`config.mk`:
```
export PLATFORM = sky130hd
export DESIGN_NAME = prog_loader
export DESIGN_NICKNAME = d
export VERILOG_FILES = /design/src/rtl/prog_loader_pkg.sv /design/src/rtl/prog_loader_addr_sum_counter.sv /design/src/rtl/prog_loader.sv
export SDC_FILE = /design/constraint.sdc
export NUM_CORES = 1
export LEC_CHECK = 0
export ABC_CLOCK_PERIOD_IN_PS = 7600
export BUFFER_PORTS_ARGS = -buffer_cell sky130_fd_sc_hd__buf_2
export CAP_MARGIN = 25
export CORE_ASPECT_RATIO = 0.9
export CORE_MARGIN = 2
export CORE_UTILIZATION = 32
export DETAILED_ROUTE_END_ITERATION = 10
export SLEW_MARGIN = 10
export SYNTH_ARGS = -nofsm -noshare
export SYNTH_HDL_FRONTEND = slang
export SYNTH_SLANG_ARGS = --single-unit
```
`constraint.sdc`:
```
create_clock -name clk -period 7.6 [get_ports clk]
set_input_delay 1.14 -clock clk [delete_from_list [all_inputs] [get_ports clk]]
set_output_delay 1.14 -clock clk [all_outputs]
set_load 0.03 [all_outputs]
```
`src/rtl/prog_loader_pkg.sv`:
```
// Shared types and constants for the program loader.
package prog_loader_pkg;

    localparam int unsigned ADDR_W        = 32;
    localparam int unsigned MAX_WORDS_DEF = 1024;

    typedef enum logic [1:0] {
        ST_IDLE   = 2'd0,
        ST_LOAD   = 2'd1,
        ST_VERIFY = 2'd2,
        ST_DONE   = 2'd3
    } state_t;

endpackage

```
`src/rtl/prog_loader_addr_sum_counter.sv`:
```
// Word index counter paired with a wrapping accumulator of the words it has seen.
module prog_loader_addr_sum_counter
    import prog_loader_pkg::*;
#(
    parameter int unsigned CNT_W = 11,
    parameter int unsigned SUM_W = ADDR_W
) (
    input  logic             clk,
    input  logic             rst_n,
    input  logic             clr,
    input  logic             en,
    input  logic [SUM_W-1:0] data,
    output logic [CNT_W-1:0] idx,
    output logic [SUM_W-1:0] sum
);

    // Clear has priority; each enabled cycle advances the index and adds the word.
    always_ff @(posedge clk or negedge rst_n) begin
        if (!rst_n) begin
            idx <= '0;
            sum <= '0;
        end else if (clr) begin
            idx <= '0;
            sum <= '0;
        end else if (en) begin
            idx <= idx + CNT_W'(1);
            sum <= sum + data;
        end
    end

endmodule

```
`src/rtl/prog_loader.sv`:
```
// Streams words into memory from a base address, reads them back to verify
// the sum, and releases the processor only after a clean load.
module prog_loader
    import prog_loader_pkg::*;
#(
    parameter int unsigned MAX_WORDS = MAX_WORDS_DEF,
    parameter int unsigned CNT_W     = 11
) (
    input  logic              clk,
    input  logic              rst_n,
    input  logic              start,
    input  logic [ADDR_W-1:0] base_addr,
    input  logic [CNT_W-1:0]  word_count,
    input  logic              in_valid,
    output logic              in_ready,
    input  logic [31:0]       in_data,
    output logic              mem_write_enable,
    output logic [ADDR_W-1:0] mem_write_address,
    output logic [31:0]       mem_data_in,
    output logic [ADDR_W-1:0] mem_read_address,
    input  logic [31:0]       mem_data_out,
    output logic              busy,
    output logic              done,
    output logic              error,
    output logic [31:0]       checksum,
    output logic              cpu_run
);

    localparam int unsigned EXT_W = ADDR_W + 1;

    state_t            state;
    logic [ADDR_W-1:0] base_q;
    logic [CNT_W-1:0]  count_q;
    logic              error_q;

    logic              start_ok;
    logic              load_hs;
    logic              verify_en;
    logic              range_bad;
    logic [EXT_W-1:0]  end_addr;
    logic [CNT_W-1:0]  count_last;
    logic [CNT_W-1:0]  load_idx;
    logic [CNT_W-1:0]  read_idx;
    logic [31:0]       load_sum;
    logic [31:0]       read_sum;
    logic [31:0]       read_sum_final;

    // Handshake qualifiers and the no-wrap range check on the requested region.
    assign start_ok       = start && ((state == ST_IDLE) || (state == ST_DONE));
    assign load_hs        = (state == ST_LOAD) && in_valid;
    assign verify_en      = (state == ST_VERIFY);
    assign end_addr       = {1'b0, base_addr} + EXT_W'(word_count);
    assign range_bad      = end_addr > EXT_W'(MAX_WORDS);
    assign count_last     = count_q - CNT_W'(1);
    assign read_sum_final = read_sum + mem_data_out;

    // Load side: one index step and one accumulate per accepted stream word.
    prog_loader_addr_sum_counter #(
        .CNT_W (CNT_W),
        .SUM_W (32)
    ) u_load_cnt (
        .clk   (clk),
        .rst_n (rst_n),
        .clr   (start_ok),
        .en    (load_hs),
        .data  (in_data),
        .idx   (load_idx),
        .sum   (load_sum)
    );

    // Readback side: one index step and one accumulate per verify cycle.
    prog_loader_addr_sum_counter #(
        .CNT_W (CNT_W),
        .SUM_W (32)
    ) u_read_cnt (
        .clk   (clk),
        .rst_n (rst_n),
        .clr   (start_ok),
        .en    (verify_en),
        .data  (mem_data_out),
        .idx   (read_idx),
        .sum   (read_sum)
    );

    // Load sequencer: latch the request, stream in, read back, then report.
    always_ff @(posedge clk or negedge rst_n) begin
        if (!rst_n) begin
            state   <= ST_IDLE;
            base_q  <= '0;
            count_q <= '0;
            error_q <= 1'b0;
        end else begin
            case (state)
                ST_IDLE, ST_DONE: begin
                    if (start) begin
                        base_q  <= base_addr;
                        count_q <= word_count;
                        error_q <= 1'b0;
                        if (range_bad) begin
                            error_q <= 1'b1;
                            state   <= ST_DONE;
                        end else if (word_count == '0) begin
                            state <= ST_DONE;
                        end else begin
                            state <= ST_LOAD;
                        end
                    end
                end
                ST_LOAD: begin
                    if (in_valid && (load_idx == count_last)) begin
                        state <= ST_VERIFY;
                    end
                end
                ST_VERIFY: begin
                    if (read_idx == count_last) begin
                        error_q <= (read_sum_final != load_sum);
                        state   <= ST_DONE;
                    end
                end
                default: state <= ST_IDLE;
            endcase
        end
    end

    // Status and memory-port outputs, all decoded from registered state.
    assign in_ready          = (state == ST_LOAD);
    assign mem_write_enable  = load_hs;
    assign mem_write_address = (state == ST_LOAD) ? (base_q + ADDR_W'(load_idx)) : '0;
    assign mem_data_in       = (state == ST_LOAD) ? in_data : '0;
    assign mem_read_address  = verify_en ? (base_q + ADDR_W'(read_idx)) : '0;
    assign busy              = (state == ST_LOAD) || (state == ST_VERIFY);
    assign done              = (state == ST_DONE);
    assign error             = error_q;
    assign cpu_run           = (state == ST_DONE) && !error_q;
    assign checksum          = load_sum;

endmodule

```
# After elaboration in Yosys (flattened, before gate mapping)
# Cells that the tools add are included.
dict set report totals {
  reg_bits 132
  latchBits 0
  ramBits 0
  romBits 0
  inputBits 111
  output_inout_bits 134
  wordCells 63
  n_memories 0
}
dict set report classes {
  addsub 8
  n_mul 0
  div 0
  order_cmp 1
  eq_ne 9
  n_shift 0
  muxes 21
  bitwise 0
  reduce_logical 16
}
# operator n
set ops {}
lappend ops {{32-bit 2-to-1 mux} 7}
lappend ops {{32-bit by 11-bit adder with 32-bit output} 2}
lappend ops {{32-bit adder} 2}
lappend ops {{11-bit 2-to-1 mux} 4}
lappend ops {{32-bit by 11-bit adder with 33-bit output} 1}
lappend ops {{33-bit by 11-bit greater-than comparator with 1-bit output (second input constant)} 1}
lappend ops {{32-bit inequality test} 1}
lappend ops {{11-bit by 1-bit adder with 11-bit output (second input constant)} 2}
lappend ops {{11-bit == test} 2}
lappend ops {{11-bit zero test} 1}
lappend ops {{11-bit by 1-bit subtractor with 11-bit output (second input constant)} 1}
lappend ops {{2-bit 2-to-1 mux} 5}
lappend ops {{2-bit one-hot mux with 3 select lines} 1}
lappend ops {{3-bit AND reduction} 2}
lappend ops {{2-bit nonzero test} 3}
lappend ops {{2-bit == test (second input constant)} 2}
lappend ops {{1-bit logical AND} 4}
lappend ops {{2-bit by 1-bit inequality test with 1-bit output (second input constant)} 2}
lappend ops {{1-bit 2-to-1 mux} 3}
lappend ops {{2-bit by 1-bit == test with 1-bit output (second input constant)} 1}
lappend ops {{2-bit zero test} 1}
lappend ops {{1-bit logical OR} 2}
lappend ops {{2-bit inequality test (second input constant)} 1}
lappend ops {{1-bit one-hot mux with 2 select lines} 1}
lappend ops {{other kinds (3)} 3}

# Longest topological paths before layout
dict set report depth {
  ltp_word 5
  depth_mapped 14
  mapped_depth_nobuf 14
}

# By module
# Synthesis repeated with hierarchy kept, for this count alone.
dict set report unflattened {
  hier_cells 1853
  area_unflattened_um2 15084.5
}
# module n_inst cells_each area_each_um2 seq_area_each_um2
set by_module_without_submodules {}
lappend by_module_without_submodules {prog_loader 1 1031 7952.6 1151.1}
lappend by_module_without_submodules {{prog_loader_addr_sum_counter (u_load_cnt)} 1 428 3633.5 1076.0}
lappend by_module_without_submodules {{prog_loader_addr_sum_counter (u_read_cnt)} 1 394 3498.4 1076.0}

# Least setup slack after synthesis
# No wires, ideal clock.
dict set report synth_path {
  path_type {reg2out}
  start {reg u_load_cnt.idx[0]}
  end {out mem_write_address[14]}
  t_arrival_ns 3.337
  required_ns 6.460
  path_slack_ns 3.123
  stages_incl_launch_ff 14
  path_buffers 1
  cell_sequence {dfrtp_1 > ha_1 > fa_1 > a21o_1 > a21oi_1 > o21bai_1 > a21oi_1 > o21bai_1 > a21oi_1 > o211ai_1 > a21oi_1 > clkbuf_1 > o21ai_0 > a21boi_0}
}
dict set report synth_via {
  elab_chain_cells 2
}
# item line
set synth_lines {}
lappend synth_lines {{start, declared} prog_loader_addr_sum_counter.sv:13} ;# output logic [CNT_W-1:0] idx,
lappend synth_lines {{start signal, assigned} prog_loader_addr_sum_counter.sv:26} ;# idx <= idx + CNT_W'(1);
lappend synth_lines {{32-bit by 11-bit adder with 32-bit output} prog_loader.sv:128} ;# assign mem_write_address = (state == ST_LOAD) ? (base_q + ADDR_W'(load_idx)) : '0;
lappend synth_lines {{32-bit 2-to-1 mux} prog_loader.sv:128}
lappend synth_lines {{end, declared} prog_loader.sv:18} ;# output logic [ADDR_W-1:0] mem_write_address,
# Every way passes these cells.

# Worst setup path after layout
dict set report layout_path {
  start {reg u_load_cnt.idx[0]}
  end {out mem_write_address[18]}
}
# The elaborated chain is that of the path after synthesis.

==> metrics.txt <==
total CTS buffers 17; Clock Skews 13.5 ps; fin. max-slew vios 0; cts hold-fix bufs 0; worst slew pin tran between 1000 and 1500 ps; RePlAce Congestion 0.895; CP most frequent cell a21oi_1; Crit path required time about 6500 ps; DR vias 12400; final setup margin 1990 ps; die area 0.0415 mm^2; Post-DP Area 0.0145 mm^2; Min-Delay Path Class flop to flop; final instance area 0.0151 mm^2; P per Cell Area between 300 and 400 mW/mm^2; drt wl/cell 17.6 um; endpoint class of the critical path primary output; FF+latch count, synth approximately 130; Crit Path Class flop to primary output; synth unique cells 78; Peak VDD IR 0.000148 V; IO Port Bufs 244; setup violators final 0; Final #Nets 2042; outcome completed; antenna cells 0; Initial DRC Count 884; Fin. Hold Viols 0; Core Util, Final between 30% and 40%; worst hold margin 528 ps; Post-Synthesis Cells between 1500 and 2000; Final Power 5.95 mW; root buffer cell clkbuf_16; # clock sinks 132; Detail Route Antenna Nets 0; Syn. warnings 0; FMAX 178 MHz; synthesized area 0.0128 mm^2; die width between 200 and 250 um; sequential fraction of the synthesis area 25.9%; flop2flop setup slack approximately 3400 ps; CORE AREA 0.0394 mm^2; slowest CP cell a21oi_1; ys flop type dfrtp_1; DRC Markers 0; post-synthesis area per instance 7.87 um^2; top-area cell type share of the netlist area 25.9%; Cell Rows 69; number of enable flip-flop cells after synthesis 0; vias in the first global route 11800; Die H 193 um; Final Critical Period approximately 5600 ps; DP Worst Slack ~2500 ps; post-DP HPWL 32.5 mm; crit path to mem_write_address[18]; DR pass1 iterations 5; largest incremental delay on the critical path 860 ps; Post-synth ARST share 100%; reg2reg end u_load_cnt.sum[31]$_DFFE_PN0P_; Crit path depth 14; CTS tree done; H-Tree Depth 4; CP Buf/Inv Count 1; WL final between 40 and 50 mm; crit path cell chain ha_1 -> fa_1 -> a21o_1 -> a21oi_1 -> o21bai_1 -> a21oi_1 -> o21bai_1 -> a21oi_1 -> o211ai_1 -> a21oi_1 -> nand3b_1 -> xnor2_1 -> and2_1 -> buf_2; Total GRT Usage 19.8%; initial cell density of the core between 30% and 40%; post-synth net total 1838; non-filler cells, final between 2000 and 2500; Top Family by Delay on Critical Path compound AO/OA/AOI/OAI gates; largest net degree at the start of global routing 72; area leader, netlist dfrtp_1; LEAKAGE ~7.2 nW; Arr. time, crit path 4470 ps; Worst Setup SP u_load_cnt.idx[0]$_DFFE_PN0P_; Rel. slew slack between 20% and 30%; global-route wire length before repair 65.7 mm; Reg2Reg Depth 12; CP Max Fanout 12; area grow syn2layout 18.8%; multi-input logic area 0.00905 mm^2; # Post-CTS Setup Buffers 0; Startpoint Class flop; GR Overflow Total 0; initial antenna violation count 0; # IOs 245; most common cell in the netlist nand2_1; ranking of synthesized cells by area dfrtp_1, ha_1, xnor2_1, nand2_1, a21oi_1; worst r2r src u_load_cnt.sum[1]$_DFFE_PN0P_; Max Cap Viol 0; clk_lat worst skew 440 ps; top cells by count, synth nand2_1, nor2_1, dfrtp_1, a21oi_1, xnor2_1; final setup TNS 0 ps; RSZ-0062 raised after global routing no; Inst Count DP ~2300; Reg clk slew, reported paths about 70 ps; Longest Clk Path Bufs 2; Via density 5.22; CTS-repair resized insts 0; Final Cycle Share 73.8%; Storage cell area 0.00330 mm^2; share of layout cells above drive strength 1 17.4%; # fillers 4160
worst reg2reg max path: cells and delay by family (launching register included):
family	cells	cell delay [ps]
adder cells (fa/ha/maj)	1	330
AO/OA/AOI/OAI	8	2760
flip-flops	1	470
XOR/XNOR	1	120
AND/OR/NAND/NOR	2	430
per-layer routing:
layer | part of all wire (%) | vias to the layer above | routed length [um] | global-route usage (%)
met4 | 1.6 | 0 | 685 | 5.22
met1 | 49 | 5882 | 20600 | 28.8
li1 | - | 6114 | - | -
met2 | 44 | 319 | 18600 | 31.0
met3 | 4.6 | 48 | 1940 | 2.48
met5 | 0 | - | 0 | 0
placed cells by master (no fill, tap or decap), drive strengths merged, types with 12 or more instances in the layout:
cell type | synthesis | routed
and3 | 16 | 16
xnor2 | 124 | 124
buf | 4 | 255
ha | 102 | 102
dfrtp | 132 | 132
nand2 | 250 | 250
nand4 | 30 | 30
a31oi | 14 | 14
mux2i | 29 | 29
or3 | 16 | 16
a211oi | 14 | 14
nor3 | 40 | 40
nor2 | 161 | 161
a21oi | 125 | 125
and2 | 75 | 75
xor2 | 60 | 60
clkbuf | 66 | 21
o21bai | 13 | 13
o21ai | 62 | 62
inv | 37 | 39
nor2b | 12 | 12
a21o | 35 | 35
nand3 | 42 | 42
power breakdown:
part,switching (mW),total (mW),internal [mW]
Sequential,0.399,1.36,0.960
Combinational,2.23,3.63,1.40
Clock,0.347,0.966,0.619
Total,2.98,5.95,2.98
cell families after synthesis:
kind of cell | share of synthesized area (%)
adder cells (fa/ha/maj) | 10.8
flip-flops | 25.9
multiplexers | 2.63
AO/OA/AOI/OAI | 17.3
buffers and inverters | 3.19
AND/OR/NAND/NOR | 26.5
XOR/XNOR | 13.7
worst min path at each step:
stage	from	cells past startpoint	endpoint	slack, ps
global route	base_q[7]$_DFFE_PN0P_	2	base_q[7]$_DFFE_PN0P_	550
global placement	u_read_cnt.sum[13]$_DFFE_PN0P_	2	u_read_cnt.sum[13]$_DFFE_PN0P_	510
CTS	u_read_cnt.sum[24]$_DFFE_PN0P_	2	u_read_cnt.sum[24]$_DFFE_PN0P_	530
finish	u_read_cnt.sum[3]$_DFFE_PN0P_	2	u_read_cnt.sum[3]$_DFFE_PN0P_	530
detailed placement	u_read_cnt.sum[24]$_DFFE_PN0P_	2	u_read_cnt.sum[24]$_DFFE_PN0P_	520
floorplan	base_q[0]$_DFFE_PN0P_	2	base_q[0]$_DFFE_PN0P_	480
layout make-up:
cell class | count | share of cell area, %
Tap cell | 532 | 4.39
Clock buffer | 21 | 3.17
Sequential cell | 132 | 21.8
Inverter | 38 | 0.942
Multi-Input combinational cell | 1380 | 59.8
Timing Repair Buffer | 255 | 8.65
Clock inverter | 11 | 1.29
sequential cells by signal, indices dropped and copies added, names as in the netlist:
register / cells
error: 1
base_q: 32
state: 2
u_load_cnt.sum: 32
u_read_cnt.idx: 11
u_load_cnt.idx: 11
count_q: 11
u_read_cnt.sum: 32
No activity file was read; power rests on OpenSTA's default activity.
